<file path="config.mk">
export PLATFORM = sky130hd
export DESIGN_NAME = branch_ctrl
export DESIGN_NICKNAME = d
export VERILOG_FILES = /design/src/rtl/branch_ctrl_pkg.sv /design/src/rtl/branch_ctrl_cmp.sv /design/src/rtl/branch_ctrl.sv
export SDC_FILE = /design/constraint.sdc
export NUM_CORES = 1
export LEC_CHECK = 0
export ABC_AREA = 1
export CAP_MARGIN = 20
export CELL_PAD_IN_SITES_DETAIL_PLACEMENT = 1
export CELL_PAD_IN_SITES_GLOBAL_PLACEMENT = 1
export CORE_ASPECT_RATIO = 1.2
export CORE_MARGIN = 3
export CORE_UTILIZATION = 39
export DETAILED_ROUTE_END_ITERATION = 12
export HOLD_SLACK_MARGIN = 0.03
export MAX_ROUTING_LAYER = met4
export PLACE_DENSITY = 0.83
export SYNTH_ARGS = -nofsm -noshare
export SYNTH_HDL_FRONTEND = slang
export SYNTH_SLANG_ARGS = --single-unit
</file>
<file path="constraint.sdc">
create_clock -name clk -period 3.5 [get_ports clk]
set_clock_uncertainty 0.1 [all_clocks]
set_input_delay 0.7 -clock clk [delete_from_list [all_inputs] [get_ports clk]]
set_output_delay 0.7 -clock clk [all_outputs]
set_load 0.05 [all_outputs]
</file>
<file path="src/rtl/branch_ctrl_pkg.sv">
// Shared pipeline definitions for the branch controller: op encoding, FSM states
// and the target alignment helper.
package branch_ctrl_pkg;

   typedef enum logic [2:0] {
      BR_NONE = 3'b000,
      BR_BEQ  = 3'b001,
      BR_BNE  = 3'b010,
      BR_BLT  = 3'b011,
      BR_BGE  = 3'b100,
      BR_BLTU = 3'b101,
      BR_BGEU = 3'b110,
      BR_RSVD = 3'b111
   } br_op_e;

   typedef enum logic [1:0] {
      ST_IDLE     = 2'd0,
      ST_WAIT_OPS = 2'd1,
      ST_RESOLVE  = 2'd2,
      ST_REDIRECT = 2'd3
   } br_state_e;

   function automatic logic is_aligned(input logic [1:0] lsb);
      return (lsb == 2'b00);
   endfunction

endpackage

</file>
<file path="src/rtl/branch_ctrl_cmp.sv">
// Combinational branch condition evaluator: signed compares for blt/bge,
// unsigned for bltu/bgeu, none/reserved never taken.
module br_cmp
   import branch_ctrl_pkg::*;
#(
   parameter int unsigned XLEN = 64
) (
   input  logic [XLEN-1:0] a,
   input  logic [XLEN-1:0] b,
   input  br_op_e          op,
   output logic            taken
);

   always_comb begin
      taken = 1'b0;
      case (op)
         BR_BEQ:  taken = (a == b);
         BR_BNE:  taken = (a != b);
         BR_BLT:  taken = ($signed(a) <  $signed(b));
         BR_BGE:  taken = ($signed(a) >= $signed(b));
         BR_BLTU: taken = (a <  b);
         BR_BGEU: taken = (a >= b);
         default: taken = 1'b0;
      endcase
   end

endmodule

</file>
<file path="src/rtl/branch_ctrl.sv">
// Branch resolution controller: accepts a branch from decode, collects operands,
// resolves it and drives the fetch redirect; keeps resolved/taken statistics.
module branch_ctrl
   import branch_ctrl_pkg::*;
#(
   parameter int unsigned XLEN  = 64,
   parameter int unsigned CNT_W = 32
) (
   input  logic             clk,
   input  logic             rst_n,
   input  logic             br_valid,
   output logic             br_ready,
   input  logic [2:0]       br_op,
   input  logic [XLEN-1:0]  br_pc,
   input  logic [XLEN-1:0]  br_imm,
   input  logic             rs1_rdy,
   input  logic             rs2_rdy,
   input  logic [XLEN-1:0]  rs1_val,
   input  logic [XLEN-1:0]  rs2_val,
   input  logic             kill,
   output logic             redirect_valid,
   input  logic             redirect_ready,
   output logic [XLEN-1:0]  redirect_pc,
   output logic             flush_if_id,
   output logic             done,
   output logic             misalign,
   output logic [CNT_W-1:0] br_cnt,
   output logic [CNT_W-1:0] taken_cnt
);

   br_state_e        state_q, state_d;
   br_op_e           op_q, op_d;
   logic [XLEN-1:0]  pc_q, pc_d;
   logic [XLEN-1:0]  imm_q, imm_d;
   logic [XLEN-1:0]  rs1_q, rs1_d;
   logic [XLEN-1:0]  rs2_q, rs2_d;
   logic             have1_q, have1_d;
   logic             have2_q, have2_d;
   logic [XLEN-1:0]  redir_pc_q, redir_pc_d;
   logic             done_q, done_d;
   logic             flush_q, flush_d;
   logic             mis_q, mis_d;
   logic [CNT_W-1:0] br_cnt_q, br_cnt_d;
   logic [CNT_W-1:0] taken_cnt_q, taken_cnt_d;

   logic             cmp_taken;
   logic [XLEN-1:0]  target;

   br_cmp #(.XLEN(XLEN)) u_cmp (
      .a     (rs1_q),
      .b     (rs2_q),
      .op    (op_q),
      .taken (cmp_taken)
   );

   assign target = pc_q + imm_q;

   always_comb begin
      state_d     = state_q;
      op_d        = op_q;
      pc_d        = pc_q;
      imm_d       = imm_q;
      rs1_d       = rs1_q;
      rs2_d       = rs2_q;
      have1_d     = have1_q;
      have2_d     = have2_q;
      redir_pc_d  = redir_pc_q;
      done_d      = 1'b0;
      flush_d     = 1'b0;
      mis_d       = 1'b0;
      br_cnt_d    = br_cnt_q;
      taken_cnt_d = taken_cnt_q;

      case (state_q)
         ST_IDLE: begin
            if (br_valid) begin
               op_d    = br_op_e'(br_op);
               pc_d    = br_pc;
               imm_d   = br_imm;
               have1_d = rs1_rdy;
               have2_d = rs2_rdy;
               if (rs1_rdy) rs1_d = rs1_val;
               if (rs2_rdy) rs2_d = rs2_val;
               state_d = (rs1_rdy && rs2_rdy) ? ST_RESOLVE : ST_WAIT_OPS;
            end
         end
         ST_WAIT_OPS: begin
            if (!have1_q && rs1_rdy) begin
               rs1_d   = rs1_val;
               have1_d = 1'b1;
            end
            if (!have2_q && rs2_rdy) begin
               rs2_d   = rs2_val;
               have2_d = 1'b1;
            end
            if (have1_d && have2_d) state_d = ST_RESOLVE;
         end
         ST_RESOLVE: begin
            if (!cmp_taken) begin
               done_d   = 1'b1;
               br_cnt_d = br_cnt_q + CNT_W'(1);
               state_d  = ST_IDLE;
            end else if (!is_aligned(target[1:0])) begin
               mis_d       = 1'b1;
               done_d      = 1'b1;
               br_cnt_d    = br_cnt_q + CNT_W'(1);
               taken_cnt_d = taken_cnt_q + CNT_W'(1);
               state_d     = ST_IDLE;
            end else begin
               redir_pc_d = target;
               flush_d    = 1'b1;
               state_d    = ST_REDIRECT;
            end
         end
         ST_REDIRECT: begin
            if (redirect_ready) begin
               done_d      = 1'b1;
               br_cnt_d    = br_cnt_q + CNT_W'(1);
               taken_cnt_d = taken_cnt_q + CNT_W'(1);
               state_d     = ST_IDLE;
            end
         end
         default: state_d = ST_IDLE;
      endcase

      // A flush from an older instruction overrides any resolution or handshake.
      if (kill && (state_q != ST_IDLE)) begin
         state_d     = ST_IDLE;
         done_d      = 1'b0;
         flush_d     = 1'b0;
         mis_d       = 1'b0;
         redir_pc_d  = redir_pc_q;
         br_cnt_d    = br_cnt_q;
         taken_cnt_d = taken_cnt_q;
      end
   end

   always_ff @(posedge clk or negedge rst_n) begin
      if (!rst_n) begin
         state_q     <= ST_IDLE;
         op_q        <= BR_NONE;
         pc_q        <= '0;
         imm_q       <= '0;
         rs1_q       <= '0;
         rs2_q       <= '0;
         have1_q     <= 1'b0;
         have2_q     <= 1'b0;
         redir_pc_q  <= '0;
         done_q      <= 1'b0;
         flush_q     <= 1'b0;
         mis_q       <= 1'b0;
         br_cnt_q    <= '0;
         taken_cnt_q <= '0;
      end else begin
         state_q     <= state_d;
         op_q        <= op_d;
         pc_q        <= pc_d;
         imm_q       <= imm_d;
         rs1_q       <= rs1_d;
         rs2_q       <= rs2_d;
         have1_q     <= have1_d;
         have2_q     <= have2_d;
         redir_pc_q  <= redir_pc_d;
         done_q      <= done_d;
         flush_q     <= flush_d;
         mis_q       <= mis_d;
         br_cnt_q    <= br_cnt_d;
         taken_cnt_q <= taken_cnt_d;
      end
   end

   assign br_ready       = (state_q == ST_IDLE);
   assign redirect_valid = (state_q == ST_REDIRECT);
   assign redirect_pc    = redir_pc_q;
   assign flush_if_id    = flush_q;
   assign done           = done_q;
   assign misalign       = mis_q;
   assign br_cnt         = br_cnt_q;
   assign taken_cnt      = taken_cnt_q;

endmodule

</file>
==> summary.txt, run 1 <==
======================================================================================
Outcome                                                                      completed
Reg-to-reg setup timing slack                                                  0.31 ns
Max-cap violation count                                                              0
Total core area                                                              57700 µm²
Share of synthesized registers carrying an async set or reset                     1.00
1st-iter DRT viols                                                                1078
Post-Syn Area                                                                22900 µm²
DRT antenna net count                                                                0
Worst EP arrival                                                               2.41 ns
Via count of the routed design                                                   22000
Clock Path Buffers                                                                   3
Reg2reg start                                                                rs2_q[31]
Number of enable flip-flop cells after synthesis                                     0
Crit path kind                                                              reg -> out
Predominant post-synthesis flop cell                                      sky130_fd_sc_hd__dfrtp_1
Synth top area share                                                             0.431
Clock tree root driver cell                                               sky130_fd_sc_hd__clkbuf_16
Proportion of total power due to net switching                                   0.493
Internal Pwr Total                                                            0.0140 W
Syn_area_per_cell                                                             7.67 µm²
Number of failing setup endpoints in the final timing report                         0
Total length of routed wires                                                  88800 µm
TritonCTS Buffers                                                                   44
Unrepaired setup endpoints after global routing                                  false
Yosys cell types                                                                    42
Combinational share of power                                                     0.563
Classification of the worst-slack hold path                                in -> async
Post-detailed-route via-to-cell ratio                                             5.31
Row count                                                                           96
Final hold violations                                                                0
Antenna violations before repair                                                     5
Critical-path cell list                                                   nor2_1, clkdlybuf4s50_1
Mapped Nets                                                                       3380
Power density cells                                                         943 nW/µm²
Total routing usage reported by global routing                                   0.294
Static leakage                                                                 14.5 nW
Clock sink count                                                                   394
Mean routed wirelength per cell                                                21.4 µm
Post-layout instance area                                                    29200 µm²
Stage delay of the slowest cell on the critical path                           0.93 ns
Quantity of gates resized following cts                                              0
Family of cells with the greatest summed delay on the critical path       buffers and inverters
CTS tree                                                                         built
Crit share post-route                                                            0.916
Clock group share of total power                                                 0.165
Nature of the critical path startpoint                                            flop
GRT overflow                                                                         0
Count of buffers inserted at the top-level ports                                   398
Hold-fix buffers, CTS                                                                0
Htree depth                                                                          2
Weighted congestion reported at the end of routability-driven placement          0.949
Initial cell density of the core                                                 0.397
Worst vdd rail ir drop                                                      0.000713 V
Required @ worst endpoint                                                      2.70 ns
Endpoint kind of the worst setup timing path                              primary output
Fin Setup TNS                                                                     0 ns
Share of layout cells above drive strength 1                                    0.0552
Die Outline Area                                                             61600 µm²
Min cycle time layout                                                          3.21 ns
Max-slew headroom                                                                0.340
Number of post-CTS setup repair buffers                                              0
Width of the die                                                                227 µm
Highest-count cells in the layout ignoring fill and taps                  sky130_fd_sc_hd__nand2_1, sky130_fd_sc_hd__clkdlybuf4s50_1, sky130_fd_sc_hd__dfrtp_1
Yosys warnings                                                                       0
Slowest-stage cell, CP                                                    sky130_fd_sc_hd__clkdlybuf4s50_1
Number of global-route vias before repair                                        24600
Post-placement cell area                                                     27800 µm²
Gate Count Post-Synth                                                             2984
R2R depth                                                                           18
Max Fanout on Critical Path                                                          7
Clock insertion delay at the later pin of the skew report                      0.60 ns
Pin count of the biggest net entering global routing                               139
DRC violations left                                                                  0
Net load switching power                                                      0.0136 W
Number of iterations in the first detailed-routing pass                              5
Crit Reg-Reg Endpoint                                                       state_q[0]
I/O pin cnt                                                                        399
Post-layout nets                                                                  3768
Y dimension of the die                                                          271 µm
Synth area leader                                                         sky130_fd_sc_hd__dfrtp_1
HPWL Detailed                                                                 69000 µm
F_max                                                                          312 MHz
Cell types occupying the most area after synthesis                        sky130_fd_sc_hd__dfrtp_1, sky130_fd_sc_hd__nand2_1, sky130_fd_sc_hd__ha_1, sky130_fd_sc_hd__nor2_1, sky130_fd_sc_hd__inv_1
Global-route wire length before repair                                       138000 µm
Max-slew violation count                                                             0
Share of power burned in registers                                               0.271
Tightest Pin Transition                                                       0.990 ns
Clock Pin Slew Worst Setup and Hold Paths                                      0.06 ns
Number of buffer and inverter instances along the worst setup path                   1
Part of the Yosys area used for sequential elements                              0.431
Most common cell after layout, fill and taps aside                        sky130_fd_sc_hd__nand2_1
Number of flip-flops and latches in the synthesized netlist                        394
Layout overhead on the synthesized area                                          27.8%
======================================================================================
## final cells by class
type / count / area [µm²]
Fill cell: 7049 / 28400
Multi-Input combinational cell: 2220 / 11600
Sequential cell: 394 / 9860
Timing Repair Buffer: 437 / 4440
Clock buffer: 62 / 1240
Inverter: 275 / 1030
Tap cell: 735 / 920
Clock inverter: 16 / 145
Antenna cell: 5 / 12.5
## worst max path at each step
| stage | startpoint | depth (start not counted) | slack, ns | to |
|---|---|---|---|---|
| 4_1_cts | state_q[1] | 2 | 0.27 | br_ready |
| 2_1_floorplan | state_q[1] | 10 | 0.64 | rs1_q[16] |
| 3_3_place_gp | rs1_q[23] | 17 | 0.55 | state_q[1] |
| 5_1_grt | rs2_q[31] | 18 | 0.06 | state_q[0] |
| 3_5_place_dp | rs1_q[23] | 17 | 0.40 | state_q[0] |
| 6_report | state_q[1] | 2 | 0.29 | br_ready |
## cell families after synthesis
| family | share of synthesized area |
|---|---|
| flops | 0.431 |
| xor+xnor | 0.0410 |
| fa+ha+maj | 0.0714 |
| mux | 0.0315 |
| simple gates | 0.290 |
| buf+inv | 0.0646 |
| compound gates | 0.0710 |
## sequential cells by signal, indices dropped and copies added (netlist names)
| register | count |
|---|---|
| rs1_q | 64 |
| done | 1 |
| br_cnt | 32 |
| have2_q | 1 |
| op_q | 3 |
| redirect_pc | 64 |
| rs2_q | 64 |
| imm_q | 64 |
| pc_q | 64 |
| have1_q | 1 |
| misalign | 1 |
| state_q | 2 |
| taken_cnt | 32 |
| flush_if_id | 1 |
## Yosys cell counts (all sizes together) (37+ instances only)
library cell	instances
nand2	1036
dfrtp	394
nor2	293
inv	275
a21oi	174
ha	129
nand3	129
nand4	95
xor2	86
o21ai	69
mux2	64
clkbuf	58
nor3	44
buf	37
## per-layer routing
layer | global-route usage | share of wire | up-vias
li1 | - | - | 10400
met1 | 0.320 | 0.39 | 10900
met2 | 0.534 | 0.52 | 485
met3 | 0.0437 | 0.043 | 197
met4 | 0.119 | 0.045 | 0
met5 | - | 0 | -
## per-stage QoR
step | util | power (W) | instances | hold slack (ns) | setup slack (ns)
2_1_floorplan | - | 0.0171 | 2984 | 0.304 | 0.636
3_3_place_gp | 0.483 | 0.0222 | 4060 | 0.356 | 0.549
3_5_place_dp | 0.483 | 0.0229 | 4061 | 0.359 | 0.403
4_1_cts | 0.507 | 0.0277 | 4139 | 0.0902 | 0.265
5_1_grt | 0.507 | 0.0296 | 4144 | 0.0910 | 0.0580
6_report | 0.507 | 0.0276 | 4144 | 0.0615 | 0.293
## power by group through the flow
stage	registers [W]	clock network [W]	logic, W
2_1_floorplan	0.00818	0	0.00895
3_5_place_dp	0.00753	0	0.0154
3_3_place_gp	0.00739	0	0.0148
4_1_cts	0.00748	0.00467	0.0156
5_1_grt	0.00767	0.00486	0.0171
6_report	0.00749	0.00456	0.0155
Note: power is estimated with default switching activity, not from simulation.
==> run 2, diff against run 1 <==
--- a/config.mk
+++ b/config.mk
@@ -11,11 +11,12 @@
 export CELL_PAD_IN_SITES_GLOBAL_PLACEMENT = 1
 export CORE_ASPECT_RATIO = 1.2
 export CORE_MARGIN = 3
-export CORE_UTILIZATION = 39
+export CORE_UTILIZATION = 40
+export CTS_BUF_LIST = sky130_fd_sc_hd__clkbuf_2 sky130_fd_sc_hd__clkbuf_4 sky130_fd_sc_hd__clkbuf_8
 export DETAILED_ROUTE_END_ITERATION = 12
 export HOLD_SLACK_MARGIN = 0.03
 export MAX_ROUTING_LAYER = met4
-export PLACE_DENSITY = 0.83
+export PLACE_DENSITY = 0.84
 export SYNTH_ARGS = -nofsm -noshare
 export SYNTH_HDL_FRONTEND = slang
 export SYNTH_SLANG_ARGS = --single-unit
==> summary.txt, run 2 (synthesized netlist as in run 1, its figures left out) <==
======================================================================================
Total length of routed wires                                                  91100 µm
HPWL Detailed                                                                 70100 µm
Clock Path Buffers                                                                   3
Clock sink count                                                                   394
Reg-to-reg setup timing slack                                                  0.38 ns
Number of failing setup endpoints in the final timing report                         0
Crit share post-route                                                            0.955
Quantity of gates resized following cts                                              0
1st-iter DRT viols                                                                1112
Place WS                                                                      0.483 ns
Outcome                                                                      completed
Max-slew violation count                                                             0
Weighted congestion reported at the end of routability-driven placement          0.948
Width of the die                                                                224 µm
Classification of the worst-slack hold path                                 reg -> reg
Pin count of the biggest net entering global routing                               139
Placed Cells                                                                      4047
Total core area                                                              56300 µm²
Max Fanout on Critical Path                                                          7
Max-cap violation count                                                              0
Count of buffers inserted at the top-level ports                                   398
Layout overhead on the synthesized area                                          27.8%
Worst EP arrival                                                               2.54 ns
Highest-count cells in the layout ignoring fill and taps                  sky130_fd_sc_hd__nand2_1, sky130_fd_sc_hd__clkdlybuf4s50_1, sky130_fd_sc_hd__dfrtp_1
Worst vdd rail ir drop                                                      0.000446 V
Nature of the critical path startpoint                                            flop
DRT antenna net count                                                                0
Power density cells                                                         949 nW/µm²
Global-route wire length before repair                                       140000 µm
Number of iterations in the first detailed-routing pass                              5
Total routing usage reported by global routing                                   0.309
Row count                                                                           95
Hold slack final                                                              0.373 ns
Required @ worst endpoint                                                      2.70 ns
Clock tree root driver cell                                               sky130_fd_sc_hd__clkbuf_8
Y dimension of the die                                                          268 µm
Via count of the routed design                                                   22500
DRC violations left                                                                  0
Crit path kind                                                              reg -> out
Endpoint kind of the worst setup timing path                              primary output
R2R depth                                                                           17
CTS tree                                                                         built
Die Outline Area                                                             60100 µm²
Post-layout nets                                                                  3791
Antenna violations before repair                                                     5
TritonCTS Buffers                                                                   72
I/O pin cnt                                                                        399
Post-route non-filler standard cell count                                         4175
Number of cells on the worst hold path                                               2
Fin Setup TNS                                                                     0 ns
Clock Pin Slew Worst Setup and Hold Paths                                      0.06 ns
Unrepaired setup endpoints after global routing                                  false
Total power draw                                                              0.0277 W
Number of global-route vias before repair                                        24700
Share of layout cells above drive strength 1                                    0.0691
Mean routed wirelength per cell                                                21.8 µm
Hold-fix buffers, CTS                                                                1
Initial cell density of the core                                                 0.406
Max-slew headroom                                                                0.414
Number of post-CTS setup repair buffers                                              0
Post-detailed-route via-to-cell ratio                                             5.38
Min cycle time layout                                                          3.34 ns
Tightest Pin Transition                                                       0.879 ns
GRT overflow                                                                         0
Clock insertion delay at the later pin of the skew report                      0.67 ns
Setup ws final                                                                0.156 ns
Final hold violations                                                                0
F_max                                                                          299 MHz
Static leakage                                                                 14.6 nW
Htree depth                                                                          3
Most common cell after layout, fill and taps aside                        sky130_fd_sc_hd__nand2_1
======================================================================================
-- run 2: final timing paths --
kind	startpoint	endpoint
max in group asynchronous	rst_n	taken_cnt[3]
setup / recovery	state_q[1]	br_ready
hold reg to reg	redirect_pc[49]	redirect_pc[49]
hold / removal	redirect_pc[49]	redirect_pc[49]
min in group asynchronous	rst_n	rs1_q[34]
setup reg to reg	rs1_q[17]	redirect_pc[19]
-- run 2: cell type report --
| type | count | area, µm² |
|---|---|---|
| inverters | 275 | 1030 |
| fillers | 6906 | 27100 |
| well taps | 727 | 910 |
| repair buffers | 432 | 4350 |
| clock buffers | 108 | 1340 |
| flip-flops and latches | 394 | 9860 |
| multi-input cells | 2220 | 11600 |
| clock inverters | 15 | 145 |
| diodes | 4 | 10.0 |
-- run 2: per-stage QoR --
step                      cell area, µm²  utilization
final                              29200        0.519
after global routing               29200        0.519
after floorplan                    22900            -
after detailed placement           27700        0.492
after CTS                          29200        0.519
after global placement             27700        0.492
-- run 2: metal layers --
| metal | global-route usage | vias up | wire [µm] |
|---|---|---|---|
| met4 | 0.146 | 0 | 4450 |
| li1 | - | 10500 | - |
| met5 | - | - | 0 |
| met2 | 0.562 | 603 | 47600 |
| met1 | 0.336 | 11200 | 35500 |
| met3 | 0.0382 | 211 | 3600 |
-- run 2: power breakdown --
group / switching (W) / internal, W / total (W)
Combinational: 0.0105 / 0.00510 / 0.0156
Clock: 0.00206 / 0.00260 / 0.00467
Sequential: 0.00117 / 0.00635 / 0.00752
-- run 2: worst max-delay path, stage by stage, from the launching register on --
cell and delay (ns):
sky130_fd_sc_hd__dfrtp_1 0.50, sky130_fd_sc_hd__nor2_1 0.39, sky130_fd_sc_hd__clkdlybuf4s50_1 1.00
